===== config.mk =====
export PLATFORM = sky130hd
export DESIGN_NAME = pc_fetch_ctrl
export DESIGN_NICKNAME = d
export VERILOG_FILES = /design/src/rtl/pc_fetch_ctrl.sv
export SDC_FILE = /design/constraint.sdc
export NUM_CORES = 1
export LEC_CHECK = 0
export ABC_CLOCK_PERIOD_IN_PS = 8710
export CORE_MARGIN = 5
export CORE_UTILIZATION = 45
export CTS_CLUSTER_DIAMETER = 40
export DETAILED_ROUTE_END_ITERATION = 8
export PLACE_DENSITY = 0.91
export SLEW_MARGIN = 20
export SYNTH_ARGS = -nofsm -noshare
export SYNTH_HDL_FRONTEND = slang
export SYNTH_SLANG_ARGS = --single-unit

===== constraint.sdc =====
create_clock -name clk -period 8.71 [get_ports clk]
set_clock_uncertainty 0.05 [all_clocks]
set_input_delay 0.871 -clock clk [delete_from_list [all_inputs] [get_ports clk]]
set_output_delay 0.871 -clock clk [all_outputs]
set_load 0.05 [all_outputs]

===== src/rtl/pc_fetch_ctrl.sv =====
// pc_fetch_ctrl: multi-cycle PC/fetch sequencer; define ALIGN_CHECK_EN to trap misaligned jr to EXC_VEC
module pc_fetch_ctrl #(
    parameter logic [31:0] RESET_VEC = 32'hBFC0_0000,
    parameter logic [31:0] EXC_VEC   = 32'hBFC0_0180
) (
    input  logic        clk,
    input  logic        rst,
    output logic        imem_req,
    output logic [31:0] imem_addr,
    input  logic        imem_ack,
    input  logic [31:0] imem_rdata,
    output logic        instr_valid,
    output logic [31:0] instr,
    output logic [31:0] pc,
    output logic [31:0] pc_plus4,
    input  logic        stall,
    input  logic        jump_en,
    input  logic [25:0] jump_index,
    input  logic        branch_en,
    input  logic [31:0] branch_off,
    input  logic        jr_en,
    input  logic [31:0] jr_addr,
    output logic        flush,
    output logic        addr_err
);
    localparam logic [1:0] BOOT  = 2'd0;
    localparam logic [1:0] FETCH = 2'd1;
    localparam logic [1:0] ISSUE = 2'd2;

    logic [1:0]  state_q, state_d;
    logic [31:0] pc_q, pc_d, instr_q, instr_d;
    logic        flush_q, flush_d, addr_err_q, addr_err_d;
    logic [31:0] jump_tgt, branch_tgt, jr_tgt, redirect_tgt;
    logic        misaligned, redirect;

    assign pc_plus4    = pc_q + 32'd4;
    assign imem_req    = state_q == FETCH;
    assign imem_addr   = pc_q;
    assign instr_valid = state_q == ISSUE;
    assign instr       = instr_q;
    assign pc          = pc_q;
    assign flush       = flush_q;
    assign addr_err    = addr_err_q;

`ifdef ALIGN_CHECK_EN
    assign misaligned = jr_en && (jr_addr[1:0] != 2'b00);
`else
    logic unused_jr_lo;
    assign unused_jr_lo = ^jr_addr[1:0];
    assign misaligned   = 1'b0;
`endif

    // candidate targets and priority select: trap > jr > jump > branch > sequential
    always_comb begin
        jump_tgt     = {pc_plus4[31:28], jump_index, 2'b00};
        branch_tgt   = pc_plus4 + {branch_off[29:0], 2'b00};
        jr_tgt       = {jr_addr[31:2], 2'b00};
        redirect     = misaligned || jr_en || jump_en || branch_en;
        redirect_tgt = misaligned ? EXC_VEC : jr_en ? jr_tgt : jump_en ? jump_tgt : branch_en ? branch_tgt : pc_plus4;
    end

    // sequencer: boot, fetch until ack, issue until decode accepts
    always_comb begin
        state_d    = state_q;
        pc_d       = pc_q;
        instr_d    = instr_q;
        flush_d    = 1'b0;
        addr_err_d = 1'b0;
        if (state_q == BOOT) begin
            state_d = FETCH;
        end else if (state_q == FETCH) begin
            state_d = imem_ack ? ISSUE : FETCH;
            instr_d = imem_ack ? imem_rdata : instr_q;
        end else if (state_q == ISSUE) begin
            state_d    = stall ? ISSUE : FETCH;
            pc_d       = stall ? pc_q : redirect_tgt;
            flush_d    = !stall && redirect;
            addr_err_d = !stall && misaligned;
        end else begin
            state_d = BOOT;
        end
    end

    // state registers; reset abandons any fetch in flight
    always_ff @(posedge clk or posedge rst) begin
        if (rst) begin
            state_q    <= BOOT;
            pc_q       <= RESET_VEC;
            instr_q    <= 32'd0;
            flush_q    <= 1'b0;
            addr_err_q <= 1'b0;
        end else begin
            state_q    <= state_d;
            pc_q       <= pc_d;
            instr_q    <= instr_d;
            flush_q    <= flush_d;
            addr_err_q <= addr_err_d;
        end
    end
endmodule


==> impl_metrics.tcl <==
set metrics [dict create \
    grt_use_met3 0.0566 \
    whs_path_depth 1 \
    synthArstFlopShare 1.00 \
    peakVddDrop_mv 0.251 \
    grt_use_total 0.262 \
    max_freq_ghz 0.216 \
    firstDrtPassIters 5 \
    final_nets 1014 \
    worstMarginPinSlew_ns 0.620 \
    leakage_nw 3.45 \
    synth-main-ff-cell "dfrtp_1" \
    rows 40 \
    final_cells 1000 \
    die_y_um 120 \
    grt_pass1_wl_um 30100 \
    required_ns 8.89 \
    worst_ep_arrival_time_ns 4.82 \
    grt_max_degree 45 \
    clock_latency_ns 0.32 \
    cp-end-kind "flop" \
    die_area_um2 14500 \
    antenna_found_initial 0 \
    regToRegEndpoint "imem_addr[31]" \
    final_area_um2 8180 \
    whs_ns 0.452 \
    vias 5663 \
    grt_util_met2 0.471 \
    power_density_nw_per_um2 461 \
    first_global_vias 5656 \
    grt-busiest-layer "met2" \
    grtUsageMet1 0.308 \
    h-tree-depth 3 \
    cts_resized 0 \
    synthTopCellsByCount "nand2_1, a21oi_1, nor2_1" \
    yosysTopAreaCell "dfrtp_1" \
    start_kind "flop" \
    rsz0062_at_grt "false" \
    clkTransAtPathRegs_ns 0.06 \
    diodes 0 \
    worst-setup-path-type "reg -> reg" \
    cts_buffers 9 \
    ys_warn_count 0 \
    start_util 0.458 \
    layout-drive-gt1-share 0.101 \
    synth_most_common_cell "nand2_1" \
    drt-total-wl_um 19500 \
    die_x_um 120 \
    reg2reg_depth 17 \
    synth.area.top_cells "dfrtp_1, ha_1, mux2_2" \
    dp.cells 984 \
    hold_path_class "reg -> reg" \
    synth_area_um2 5480 \
    critPathMaxFanout 7 \
    drt-wirelength-per-cell_um 19.5 \
    antenna_left 0 \
    core-area_um2 12000 \
    yosysSeqAreaShare 0.299 \
    drtIter0Drc 427 \
    reg2reg_from "imem_addr[2]" \
    status "finished clean" \
    avgViaCountPerCell 5.66 \
    period_needed_ns 4.64 \
    ioPinCount 261 \
    finalSetupTns_ns 0 \
    clk_path_buf_depth 2 \
    hold_viol 0 \
    cts-hold-fix-buffers 0 \
    cts_tree "done" \
    port_buffers 249 \
    period_share 0.532 \
    cts-root-buf "clkbuf_16" \
    synthCells 634 \
    drc 0 \
    synth_cell_types 65 \
    hold_path_startpoint "instr[10]" \
    place_area_um2 7830 \
    synth-edff-count 0 \
    finalMaxSlewViolations 0 \
    dp_hpwl_um 15500 \
    slew_headroom 0.585 \
    synth.avg_cell_area_um2 8.64 \
    cts_setup_buffers 0 \
    cts.sinks 65 \
    whs_endpoint "instr[10]" \
    grt.overflow.total 0 \
    synthToLayoutAreaGrowth_pct 49.3 \
    finalSetupViolCount 0 \
    reg2reg_slack_ns 4.07 \
    dp_slack_ns 4.17 \
    synth_top_area_share 0.256 \
    setup_slack_ns 4.07 \
    cap_violations 0 \
    ys_ff_latch 65 \
    gp_congestion 0.960 \
]
[layout by cell type, fill, tap and decap left out, types with 8 or more instances in the layout]
cell type        synthesis  routed
a211oi_1                 9       9
o21ai_0                 41      41
and3_1                  10      10
mux2i_1                  9       9
clkdlybuf4s50_1          0     249
mux2_2                  32      32
buf_4                   37       8
nor2_1                  57      57
clkbuf_16                0       9
xor2_1                  23      23
nand3_1                 20      20
dfstp_2                  9       9
dfrtp_1                 56      56
nand2_1                 64      64
a21oi_1                 57      57
inv_1                   14      13
ha_1                    36      36
xnor2_1                 28      28
a21o_1                  12      12
[worst max path at each step]
| stage | cells past startpoint | slack, ns | endpoint | start |
|---|---|---|---|---|
| floorplan | 17 | 3.60 | imem_addr[31] | imem_addr[2] |
| global placement | 17 | 4.27 | imem_addr[31] | imem_addr[2] |
| detailed placement | 17 | 4.17 | imem_addr[31] | imem_addr[2] |
| CTS | 17 | 4.12 | imem_addr[31] | imem_addr[2] |
| global route | 17 | 3.80 | imem_addr[31] | imem_addr[2] |
| finish | 17 | 4.07 | imem_addr[31] | imem_addr[2] |
[state kept, by name, summed over array words and instances, names as in the netlist]
name and cells:
flush 1, imem_addr 30, instr 32, state_q 2
[logic make-up (layout without fill, tap and decap cells)]
family | after synthesis | in the layout | synth area share
flip-flops | 65 | 65 | 0.299
buffers and inverters | 75 | 288 | 0.0847
AO/OA/AOI/OAI | 176 | 176 | 0.207
AND/OR/NAND/NOR | 188 | 188 | 0.159
multiplexers | 41 | 41 | 0.0822
other | 1 | 7 | 0.000684
adder cells (fa/ha/maj) | 37 | 37 | 0.0858
XOR/XNOR | 51 | 51 | 0.0815
[per-layer routing]
| layer | up-vias | part of all wire |
|---|---|---|
| li1 | 2675 | - |
| met1 | 2629 | 0.38 |
| met2 | 310 | 0.51 |
| met3 | 49 | 0.089 |
| met4 | 0 | 0.029 |
| met5 | - | 0 |
[area by class of cell]
class / instances / area [um2]
Clock buffer: 9 / 225
Clock inverter: 7 / 125
Fill cell: 945 / 3780
Tap cell: 147 / 184
Sequential cell: 65 / 1640
Inverter: 15 / 56.3
Multi-Input combinational cell: 500 / 3400
Timing Repair Buffer: 257 / 2550
[power breakdown]
part | internal, mW | switching (mW)
registers | 0.464 | 0.177
logic | 0.962 | 1.75
clock network | 0.283 | 0.140
[critical path: stages, from the launching register on]
cell and delay, ns:
dfrtp_1 0.47, ha_1 0.23, nand3_1 0.15, nor2_1 0.28, and4_1 0.27, nand2_1 0.17, nor2_1 0.25, nand2_1 0.11
xnor2_1 0.35, ha_1 0.37, a21o_1 0.18, a21oi_1 0.12, and2b_2 0.21, a311o_2 0.41, a221o_1 0.35, xor2_1 0.17
and3_4 0.19, o31ai_2 0.20
[per-stage QoR]
step	utilization	power, mW
CTS	0.684	3.77
global route	0.684	3.97
global placement	0.655	3.30
detailed placement	0.655	3.34
floorplan	-	2.55
finish	0.684	3.77
(Power assumes the default switching activity.)
==> patch (config.mk and constraints unchanged) <==
Reset style: synchronous (`rst`), changed in one clocked block.
--- a/src/rtl/pc_fetch_ctrl.sv
+++ b/src/rtl/pc_fetch_ctrl.sv
@@ -83,5 +83,5 @@
 
     // state registers; reset abandons any fetch in flight
-    always_ff @(posedge clk or posedge rst) begin
+    always_ff @(posedge clk) begin
         if (rst) begin
             state_q    <= BOOT;
Check against the original RTL: differs if rst is asserted again (counterexample within 4 cycles, from zero or initial values and one cycle with rst high); with rst held inactive, the same outputs for 10 cycles.
==> patch against the original RTL <==
Sequential cell count did not move; design area increased by 0.90%; register-to-register slack gained 0.45 ns; maximum frequency rose by 8.1%; routed wire length up 6.5%; worst setup slack better by 0.35 ns; synthesized area grew 1.8%; highest routed layer unchanged.
Power is left out: it rests on default switching activity, and per cell area and clock period it moved more than threefold.
==> patch: results (changes against the original RTL) <==
Clock tree
  – CTS max path bufs: 2 (unchanged)
  – Clock transition at the registers of the reported paths: 0.06 ns (about the same)
  – H-tree depth: 3 (unchanged)
  – Post-CTS setup buffer count: 0 (unchanged)
  – Post_cts resized: 0 (unchanged)
  – CTS root buf: clkbuf_16

Setup path
  – Crit path launch type: register
  – FF-to-FF End: imem_addr[30]$_SDFFE_PP0P_
  – Worst path slowest cell: clkdlybuf4s50_1
  – Maximum fanout along the worst path: 8 (+1)
  – R2R Setup Slk: 4.52 ns (+0.45 ns)
  – Worst setup startpoint: imem_addr[2]$_SDFFE_PP0P_
  – R2r startpoint: imem_addr[4]$_SDFFE_PP0P_
  – Crit path DAT: 3.37 ns (-1.45 ns)
  – R2R depth: 14 (-3)
  – CP peak stage delay: 0.88 ns (+0.41 ns)

Detailed routing
  – Detailed Route Iter0 Violations: 580 (+36%)
  – Vias per cell: 5.64 (-0.34%)
  – Overall routed net length: 20.8 mm (+6.5%)

Global routing
  – Met2 GRT Util: 47.3% (+0.12 points)
  – Met3 Track Usage GR: 6.81% (+1.1 points)
  – Largest net degree at the start of global routing: 70 (+56%)
  – Vias in the first global route: 6158 (+8.9%)
  – Total Routing Usage GR: 26.8% (+0.66 points)
  – First-pass GRT wire length: 31.7 mm (+5.5%)
  – Initial antenna violation count: 0 (unchanged)
  – Global routing usage on met1: 31.0% (+0.19 points)

Synth
  – XOR/XNOR share of the synthesized area: 8.17% (+0.014 points)
  – Synth Area in Adders: 8.43% (-0.15 points)
  – Sequential area share after synthesis: 23.3% (-6.6 points)
  – Most frequent cells after synthesis: 119 x nand2_1, 96 x a21oi_1, 65 x dfxtp_1
  – Synth Flop Type: dfxtp_1
  – Library cells used by synthesis: 66 (+1.5%)
  – Async set-or-reset flop fraction in the synthesized netlist: 0% (-100 points)
  – Mux contribution to synthesized area: 0.897% (-7.3 points)
  – Complex-gate fraction of the synthesized area: 27.5% (+6.8 points)
  – Syn. warnings: 0 (unchanged)
  – Synth area leaders: dfxtp_1 23%, a21oi_1 8.6%, ha_1 8.1%

Hold path
  – Hold path endpoint: instr[25]$_SDFFE_PP0P_
  – Hold path depth: 2 (+1)
  – HP Start: instr[25]$_SDFFE_PP0P_

Layout
  – Nets: 1126 (+11%)
  – Fillers: 1019 (+7.8%)
  – Fraction of layout cells with a size suffix above 1: 4.04% (-6.0 points)

STA
  – Worst-margin pin slew: 0.750 ns (+0.130 ns)

Status
  – Status: completed

Placement
  – HPWL after DPL: 16.3 mm (+5.2%)
  – RD Place Congestion: 1.01 (+5.0%)
[patch: per-layer routing]
layer,wire length (µm),vias up,share of wire (%)
met4,728,0,3.5
met5,0,-,0
met1,8010,2944,39
met3,1800,52,8.7
met2,10200,318,49
li1,-,3086,-
[patch: area by class of cell]
class                      instances  area (µm²)  share of cell area, %
clock buffer                      10         239                   2.89
multi-input combinational        614        3800                   46.0
tap                              168         210                   2.55
sequential                        65        1300                   15.8
clock inverter                     6         115                   1.39
inverter                          14        52.6                  0.636
timing repair buffer             256        2530                   30.7
antenna                            1        2.50                 0.0303
[patch: metrics by stage]
| stage | cells | setup slack (ns) | hold slack [ns] | instance area [µm²] | util [%] |
|---|---|---|---|---|---|
| after floorplan | 775 | 3.92 | 0.494 | 5600 | - |
| after global placement | 1117 | 4.43 | 0.391 | 7900 | 65.5 |
| after detailed placement | 1117 | 4.42 | 0.396 | 7900 | 65.5 |
| after CTS | 1133 | 4.42 | 0.403 | 8260 | 68.4 |
| after global routing | 1133 | 4.17 | 0.425 | 8260 | 68.4 |
| final | 1134 | 4.42 | 0.401 | 8260 | 68.5 |
[patch: worst max-delay path by stage]
stage	end	slack [ns]	cells past startpoint
6_report	pc_plus4[30]	4.42	8
5_1_grt	imem_addr[25]$_SDFFE_PP1P_	4.17	14
4_1_cts	pc_plus4[30]	4.42	8
3_5_place_dp	imem_addr[24]$_SDFFE_PP1P_	4.42	12
3_3_place_gp	imem_addr[24]$_SDFFE_PP1P_	4.43	12
2_1_floorplan	imem_addr[24]$_SDFFE_PP1P_	3.92	16
[patch: worst max-delay path, delay by kind of cell (launching register included)]
kind	cells	cell delay [ns]
flops	1	0.48
fa+ha+maj	1	0.31
simple gates	5	1.00
buf+inv	1	0.88
xor+xnor	1	0.37
